File: config.mk
export PLATFORM = sky130hd
export DESIGN_NAME = video_crop_writer
export DESIGN_NICKNAME = d
export VERILOG_FILES = /design/src/rtl/video_crop_writer_pkg.sv /design/src/rtl/video_crop_writer_edge_det.sv /design/src/rtl/video_crop_writer.sv
export SDC_FILE = /design/constraint.sdc
export NUM_CORES = 1
export LEC_CHECK = 0
export ABC_AREA = 1
export BUFFER_PORTS_ARGS = -buffer_cell sky130_fd_sc_hd__buf_4
export CORE_ASPECT_RATIO = 0.5
export CORE_MARGIN = 2
export CORE_UTILIZATION = 50
export DETAILED_ROUTE_END_ITERATION = 12
export PLACE_DENSITY = 0.71
export SETUP_SLACK_MARGIN = 0.02
export SYNTH_ARGS = -nofsm -noshare
export SYNTH_HDL_FRONTEND = slang
export SYNTH_HIERARCHICAL = 1
export SYNTH_SLANG_ARGS = --single-unit
File: constraint.sdc
create_clock -name wr_clk -period 8 [get_ports wr_clk]
set_clock_uncertainty 0.2 [all_clocks]
set_input_delay 1.2 -clock wr_clk [delete_from_list [all_inputs] [get_ports wr_clk]]
set_output_delay 1.2 -clock wr_clk [all_outputs]
set_load 0.01 [all_outputs]
File: src/rtl/video_crop_writer_pkg.sv
// ---------------------------------------------------------------------------
// video_pkg
//   Shared types and defaults for the video capture write path.
//   - state_t    : capture FSM states
//   - VS_POL_DEF : default active level of vertical sync
//   - CNT_W_DEF  : default width of x/y counters and crop window registers
// ---------------------------------------------------------------------------
package video_pkg;

    typedef enum logic [1:0] {
        S_SYNC,     // waiting for the first vs edge, no writes
        S_FRAME,    // capture active
        S_DROP      // FIFO rejected a write; discard rest of frame
    } state_t;

    localparam logic        VS_POL_DEF = 1'b1;
    localparam int unsigned CNT_W_DEF  = 12;

endpackage : video_pkg

File: src/rtl/video_crop_writer_edge_det.sv
// ---------------------------------------------------------------------------
// edge_det
//   Single-cycle transition detector. Compares the live input against a
//   1-cycle delayed copy and pulses when the input has just moved into the
//   level POL (POL=1: rising edge, POL=0: falling edge).
//
//   clk   in  : sampling clock
//   rst   in  : asynchronous, active-high reset (delayed copy -> 0)
//   d     in  : signal to watch
//   pulse out : high for the cycle in which d first shows level POL
// ---------------------------------------------------------------------------
module edge_det #(
    parameter logic POL = 1'b1
) (
    input  logic clk,
    input  logic rst,
    input  logic d,
    output logic pulse
);

    logic d_q;

    always_ff @(posedge clk or posedge rst) begin
        if (rst) begin
            d_q <= 1'b0;
        end else begin
            d_q <= d;
        end
    end

    assign pulse = (d == POL) && (d_q != POL);

endmodule : edge_det

File: src/rtl/video_crop_writer.sv
// ---------------------------------------------------------------------------
// video_crop_writer
//   Write-side capture stage for the line-buffer async FIFO. Counts pixel
//   positions in the wr_clk domain, crops each frame to a window latched at
//   the vs edge and issues one FIFO write per window pixel (1-cycle latency).
//   Tags the first write of a frame (sof) and the last write of each cropped
//   line (eol). A write that hits a full FIFO sets a sticky overflow flag and
//   the rest of that frame is dropped so the read side never sees a torn frame.
//
//   wr_clk     in  : pixel clock / FIFO write clock
//   rst        in  : asynchronous, active-high reset
//   vs_in      in  : vertical sync, active level VS_POL
//   de_in      in  : data enable for active pixels
//   pix_in     in  : pixel data, valid with de_in
//   crop_x/y   in  : window origin (pixels / lines)
//   crop_w/h   in  : window size, 0 = no output
//   ovf_clr    in  : clears sticky overflow
//   fifo_full  in  : FIFO full flag
//   fifo_wr_en out : FIFO write strobe
//   fifo_din   out : FIFO write data, holds when no write
//   sof        out : first write of a frame
//   eol        out : last write of a cropped line
//   overflow   out : sticky, a write was rejected by a full FIFO
//   frame_cnt  out : frames started since reset (wraps)
// ---------------------------------------------------------------------------
module video_crop_writer
    import video_pkg::*;
#(
    parameter int unsigned DATA_W = 16,
    parameter int unsigned CNT_W  = CNT_W_DEF,
    parameter logic        VS_POL = VS_POL_DEF
) (
    input  logic              wr_clk,
    input  logic              rst,
    input  logic              vs_in,
    input  logic              de_in,
    input  logic [DATA_W-1:0] pix_in,
    input  logic [CNT_W-1:0]  crop_x,
    input  logic [CNT_W-1:0]  crop_y,
    input  logic [CNT_W-1:0]  crop_w,
    input  logic [CNT_W-1:0]  crop_h,
    input  logic              ovf_clr,
    input  logic              fifo_full,
    output logic              fifo_wr_en,
    output logic [DATA_W-1:0] fifo_din,
    output logic              sof,
    output logic              eol,
    output logic              overflow,
    output logic [7:0]        frame_cnt
);

    localparam logic [CNT_W-1:0] CNT_ONE  = {{(CNT_W-1){1'b0}}, 1'b1};
    localparam logic [CNT_W:0]   WIDE_ONE = {{CNT_W{1'b0}}, 1'b1};

    // -----------------------------------------------------------------------
    // Sync / enable edges
    // -----------------------------------------------------------------------
    logic vs_edge;
    logic de_fall;

    edge_det #(.POL(VS_POL)) u_vs_edge (
        .clk   (wr_clk),
        .rst   (rst),
        .d     (vs_in),
        .pulse (vs_edge)
    );

    edge_det #(.POL(1'b0)) u_de_fall (
        .clk   (wr_clk),
        .rst   (rst),
        .d     (de_in),
        .pulse (de_fall)
    );

    // -----------------------------------------------------------------------
    // State
    // -----------------------------------------------------------------------
    state_t           state;
    logic             first_done;
    logic [CNT_W-1:0] x_cnt;
    logic [CNT_W-1:0] y_cnt;
    logic [CNT_W-1:0] sh_x;
    logic [CNT_W-1:0] sh_y;
    logic [CNT_W-1:0] sh_w;
    logic [CNT_W-1:0] sh_h;

    // -----------------------------------------------------------------------
    // Current-pixel view. On a vs edge the pixel in the same cycle already
    // belongs to the new frame: position (0,0) against the incoming window.
    // -----------------------------------------------------------------------
    logic [CNT_W-1:0] cur_x;
    logic [CNT_W-1:0] cur_y;
    logic [CNT_W-1:0] win_x;
    logic [CNT_W-1:0] win_y;
    logic [CNT_W-1:0] win_w;
    logic [CNT_W-1:0] win_h;
    logic [CNT_W:0]   px;
    logic [CNT_W:0]   py;
    logic [CNT_W:0]   x_lo;
    logic [CNT_W:0]   x_hi;
    logic [CNT_W:0]   y_lo;
    logic [CNT_W:0]   y_hi;
    logic             in_win;
    logic             at_eol;
    logic             reject;
    logic             capture;
    logic             do_wr;
    logic             is_first;

    always_comb begin
        cur_x = vs_edge ? '0     : x_cnt;
        cur_y = vs_edge ? '0     : y_cnt;
        win_x = vs_edge ? crop_x : sh_x;
        win_y = vs_edge ? crop_y : sh_y;
        win_w = vs_edge ? crop_w : sh_w;
        win_h = vs_edge ? crop_h : sh_h;

        // One extra bit so origin+size never wraps; windows running past
        // the line/frame are clipped simply because x/y never get there.
        px   = {1'b0, cur_x};
        py   = {1'b0, cur_y};
        x_lo = {1'b0, win_x};
        x_hi = {1'b0, win_x} + {1'b0, win_w};
        y_lo = {1'b0, win_y};
        y_hi = {1'b0, win_y} + {1'b0, win_h};

        in_win = (px >= x_lo) && (px < x_hi) && (py >= y_lo) && (py < y_hi);
        at_eol = (px + WIDE_ONE) == x_hi;

        // The FIFO drops a strobe it sees while full.
        reject   = fifo_wr_en && fifo_full;
        // A vs edge restarts capture even in the cycle of a rejection.
        capture  = vs_edge || ((state == S_FRAME) && !reject);
        do_wr    = capture && de_in && in_win;
        is_first = vs_edge || !first_done;
    end

    // -----------------------------------------------------------------------
    // Position counters
    // -----------------------------------------------------------------------
    always_ff @(posedge wr_clk or posedge rst) begin
        if (rst) begin
            x_cnt <= '0;
            y_cnt <= '0;
        end else if (vs_edge) begin
            // A pixel coinciding with the vs edge consumes x=0.
            x_cnt <= de_in ? CNT_ONE : '0;
            y_cnt <= '0;
        end else if (de_in) begin
            // Saturate so an over-long line cannot wrap back into the window.
            if (!(&x_cnt)) begin
                x_cnt <= x_cnt + CNT_ONE;
            end
        end else if (de_fall) begin
            x_cnt <= '0;
            if (!(&y_cnt)) begin
                y_cnt <= y_cnt + CNT_ONE;
            end
        end
    end

    // -----------------------------------------------------------------------
    // Crop window shadow, frozen for the whole frame
    // -----------------------------------------------------------------------
    always_ff @(posedge wr_clk or posedge rst) begin
        if (rst) begin
            sh_x <= '0;
            sh_y <= '0;
            sh_w <= '0;
            sh_h <= '0;
        end else if (vs_edge) begin
            sh_x <= crop_x;
            sh_y <= crop_y;
            sh_w <= crop_w;
            sh_h <= crop_h;
        end
    end

    // -----------------------------------------------------------------------
    // FSM and registered outputs
    // -----------------------------------------------------------------------
    always_ff @(posedge wr_clk or posedge rst) begin
        if (rst) begin
            state      <= S_SYNC;
            first_done <= 1'b0;
            fifo_wr_en <= 1'b0;
            fifo_din   <= '0;
            sof        <= 1'b0;
            eol        <= 1'b0;
            overflow   <= 1'b0;
            frame_cnt  <= '0;
        end else begin
            if (vs_edge) begin
                state <= S_FRAME;
            end else if ((state == S_FRAME) && reject) begin
                state <= S_DROP;
            end

            fifo_wr_en <= do_wr;
            sof        <= do_wr && is_first;
            eol        <= do_wr && at_eol;
            if (do_wr) begin
                fifo_din <= pix_in;
            end

            if (vs_edge) begin
                first_done <= do_wr;
            end else if (do_wr) begin
                first_done <= 1'b1;
            end

            // A rejection in the same cycle as the clear keeps the flag set.
            if (reject) begin
                overflow <= 1'b1;
            end else if (ovf_clr) begin
                overflow <= 1'b0;
            end

            if (vs_edge) begin
                frame_cnt <= frame_cnt + 8'd1;
            end
        end
    end

endmodule : video_crop_writer
==> out/results.tsv <==
stage	metric	value	unit
grt	overflow	0	
synthesis	synth-seq-area-share	35.43	%
clock_tree	path_clk_slew	70	ps
worst_setup_path	arrival	6230	ps
synthesis	syn_avg_cell_area	7.313	sq um
grt	grt_max_degree	62	
timing	period_needed	6141	ps
timing	setup_ws	1859	ps
clock_tree	clock_sinks	105	
synthesis	synth_warnings	6	
power	p_leak	4.701	nW
clock_tree	postCtsSetupRepairBufs	0	
routing	drtIter0Drc	386	
synthesis	synth-seq-cells	105	
routing	wire_per_inst	14.04	um
clock_tree	cts_resized	0	
run	drv_cap	0	
placement	port_buffers	97	
grt	antenna_found_initial	0	
power	finalPower	1.639	mW
timing	setup_viol	0	
worst_setup_path	cp_cell_sequence	buf_4, inv_1, nor2_4, inv_2, buf_4, or2_2, o21ai_0, inv_1, ha_1, a21oi_1, nand2_1, nor2_1, o21ai_0, xor2_1, ha_1, nand2_1, nor2_1, nand2_1, o211ai_1, nand2_1, nand4_2, inv_2, nand2_1, nand2_1	
final_layout	drive_gt1_share	15.15	%
worst_setup_path	path_buf_inv	6	
routing	num_vias	6716	
placement	dp_hpwl	14530	um
worst_hold_path	hold_class	reg2reg	
synthesis	synth_nets	1161	
clock_tree	cts.path.max_buffers	2	
timing	setup_tns	0	ps
worst_setup_path	r2r_slack	2410	ps
die	ios	98	
worst_setup_path	crit_family	simple AND/OR/NAND/NOR gates	
worst_setup_path	crit_required	8090	ps
timing	worst_slew_pin_slew	802.5	ps
worst_setup_path	max_stage_delay	530	ps
clock_tree	cts_tree	yes	
placement	routabilityCongestion	0.9009	
timing	post-route-period-util	76.76	%
die	core.rowCount	31	
clock_tree	clk_latency	360	ps
timing	finalHoldViolCount	0	
worst_setup_path	critPathKind	in2reg	
routing	firstDrtPassIters	5	
clock_tree	clockRootBuffer	clkbuf_16	
run_status	status	complete, no violations	
timing	drv_slew	0	
power	vdd_drop_max	0.0001190	V
routing	drc_errors	0	
worst_setup_path	worstPathMaxFanout	45	
worst_setup_path	worst_setup_path_start_kind	primary input	
routing	routed_via_density	5.138	
final_layout	final_cells	1307	
die	die_y	90.12	um
worst_setup_path	path_common_cell	nand2_1	
timing	relSlewSlack	46.50	%
synthesis	syn_inst	1014	
final_layout	n_antenna_cell	0	
worst_setup_path	endpoint_kind	flip-flop	
timing	rsz0062_at_grt	no	
die	dieArea	15880	sq um
clock_tree	cts_buffers	9	
die	die_x	176.2	um
final_layout	fin_nets	1251	
die	core_area	14470	sq um
grt	grt_use_total	24.64	%
grt	grt_pass1_wl	31610	um
die	start_util	51.26	%
final_layout	syn_to_final_growth	15.99	%
placement	dp.cells	1291	
timing	fmax	162.8	MHz
synthesis	synth_area	7416	sq um
clock_tree	htree_levels	3	
routing	postRouteAntennaNets	0	
power	pwr_density_cell	190.6	nW/um^2
clock_tree	cts_hold_buffers	0	
worst_setup_path	slowest_stage	nor2_4	
routing	routed_wl	18360	um
placement	pre_cts_ws	1513	ps
synthesis	yosysUniqueCellTypes	42	
grt	first_global_vias	6624	
## power breakdown
part           internal (mW)  total (mW)  leakage, nW  switching [mW]
clock network          0.254       0.459        0.151           0.205
registers              0.583       0.614         1.32          0.0311
logic                  0.225       0.566         3.23           0.341
## metal layers
metal | vias to the layer above | global-route usage, % | routed length [um]
met4 | 0 | 7.507 | 348
met1 | 3090 | 35.18 | 8869
met3 | 27 | 3.849 | 1011
met2 | 168 | 38.59 | 8126
li1 | 3431 | - | -
met5 | - | 0 | 0
## area by class of cell
class / count / area, sq um
multi-input combinational: 753 / 4163
sequential: 105 / 2628
clock inverter: 5 / 61.31
inverter: 135 / 509.2
tap: 198 / 247.7
timing repair buffer: 100 / 750.7
clock buffer: 11 / 242.7
fill: 1371 / 5866
## cell usage after synthesis, drive strengths merged
| master | n | area share, % |
|---|---|---|
| nand2 | 326 | 17 |
| inv | 135 | 6.8 |
| dfrtp | 105 | 35 |
| nor2 | 82 | 4.6 |
| ha | 75 | 13 |
| nand3 | 63 | 4.5 |
| o21ai | 48 | 3.3 |
| a21oi | 45 | 3.1 |
| or2 | 24 | 2.0 |
| nand4 | 23 | 2.0 |
| xor2 | 17 | 2.1 |
| clkbuf | 12 | 0.61 |
| nor3 | 12 | 0.88 |
| buf | 9 | 1.1 |
| xnor2 | 9 | 1.1 |
| a31oi | 5 | 0.42 |
| o21bai | 4 | 0.40 |
| a21o | 3 | 0.30 |
| nand3b | 3 | 0.30 |
| o21a | 3 | 0.30 |
| fa | 2 | 0.54 |
| nor3b | 2 | 0.20 |
| o41ai | 2 | 0.24 |
| a211oi | 1 | 0.10 |
| and2 | 1 | 0.084 |
| and3 | 1 | 0.084 |
| o211ai | 1 | 0.10 |
| o22ai | 1 | 0.084 |
## final timing paths
check                         startpoint       endpoint  cells past startpoint
setup / recovery                   vs_in    fifo_din[8]                     24
hold / removal                first_done            sof                      1
setup reg to reg           u_vs_edge/d_q    fifo_din[8]                     22
hold reg to reg               first_done            sof                      1
max in group asynchronous            rst    fifo_din[8]                      3
min in group asynchronous            rst  u_vs_edge/d_q                      2
## logic make-up after synthesis
family                     Yosys count  share of synthesized area [%]
AOI/OAI and AO/OA                  113                          8.386
xor gates and xnor gates            26                          3.172
adders and majority gates           77                          13.19
buffers and inverters              156                          8.503
DFF                                105                          35.43
and+or+nand+nor                    537                          31.31
## layout by cell type, fill, tap and decap left out, types with 4 or more instances in the layout
cell type | Yosys | final
nand2_1 | 323 | 323
inv_1 | 129 | 128
dfrtp_1 | 105 | 105
buf_4 | 0 | 100
ha_1 | 75 | 75
nor2_1 | 73 | 73
nand3_1 | 59 | 59
o21ai_0 | 45 | 45
a21oi_1 | 43 | 43
or2_2 | 24 | 24
nand4_1 | 22 | 22
xor2_1 | 16 | 16
nor3_1 | 11 | 11
xnor2_1 | 9 | 9
clkbuf_16 | 0 | 9
nor2_2 | 7 | 6
inv_2 | 6 | 6
a31oi_1 | 5 | 5
o21bai_1 | 4 | 4
nand3_2 | 4 | 4
## flip-flops by register name (all words and copies together), names as in the netlist, 2 cells and up
| signal | count |
|---|---|
| fifo_din | 16 |
| y_cnt | 12 |
| x_cnt | 12 |
| sh_h | 12 |
| frame_cnt | 8 |
| state | 2 |
| sh_w | 12 |
| sh_x | 12 |
| sh_y | 12 |
## metrics by stage
step / util [%] / area [sq um] / hold WS [ps]
5_1_grt: 59.46 / 8602 / 285.5
3_3_place_gp: 57.36 / 8298 / 249.5
2_1_floorplan: - / 7416 / 231.4
4_1_cts: 59.46 / 8602 / 259.8
6_report: 59.46 / 8602 / 270.9
3_5_place_dp: 57.36 / 8298 / 252.9
No activity file was read; power rests on OpenSTA's default activity.
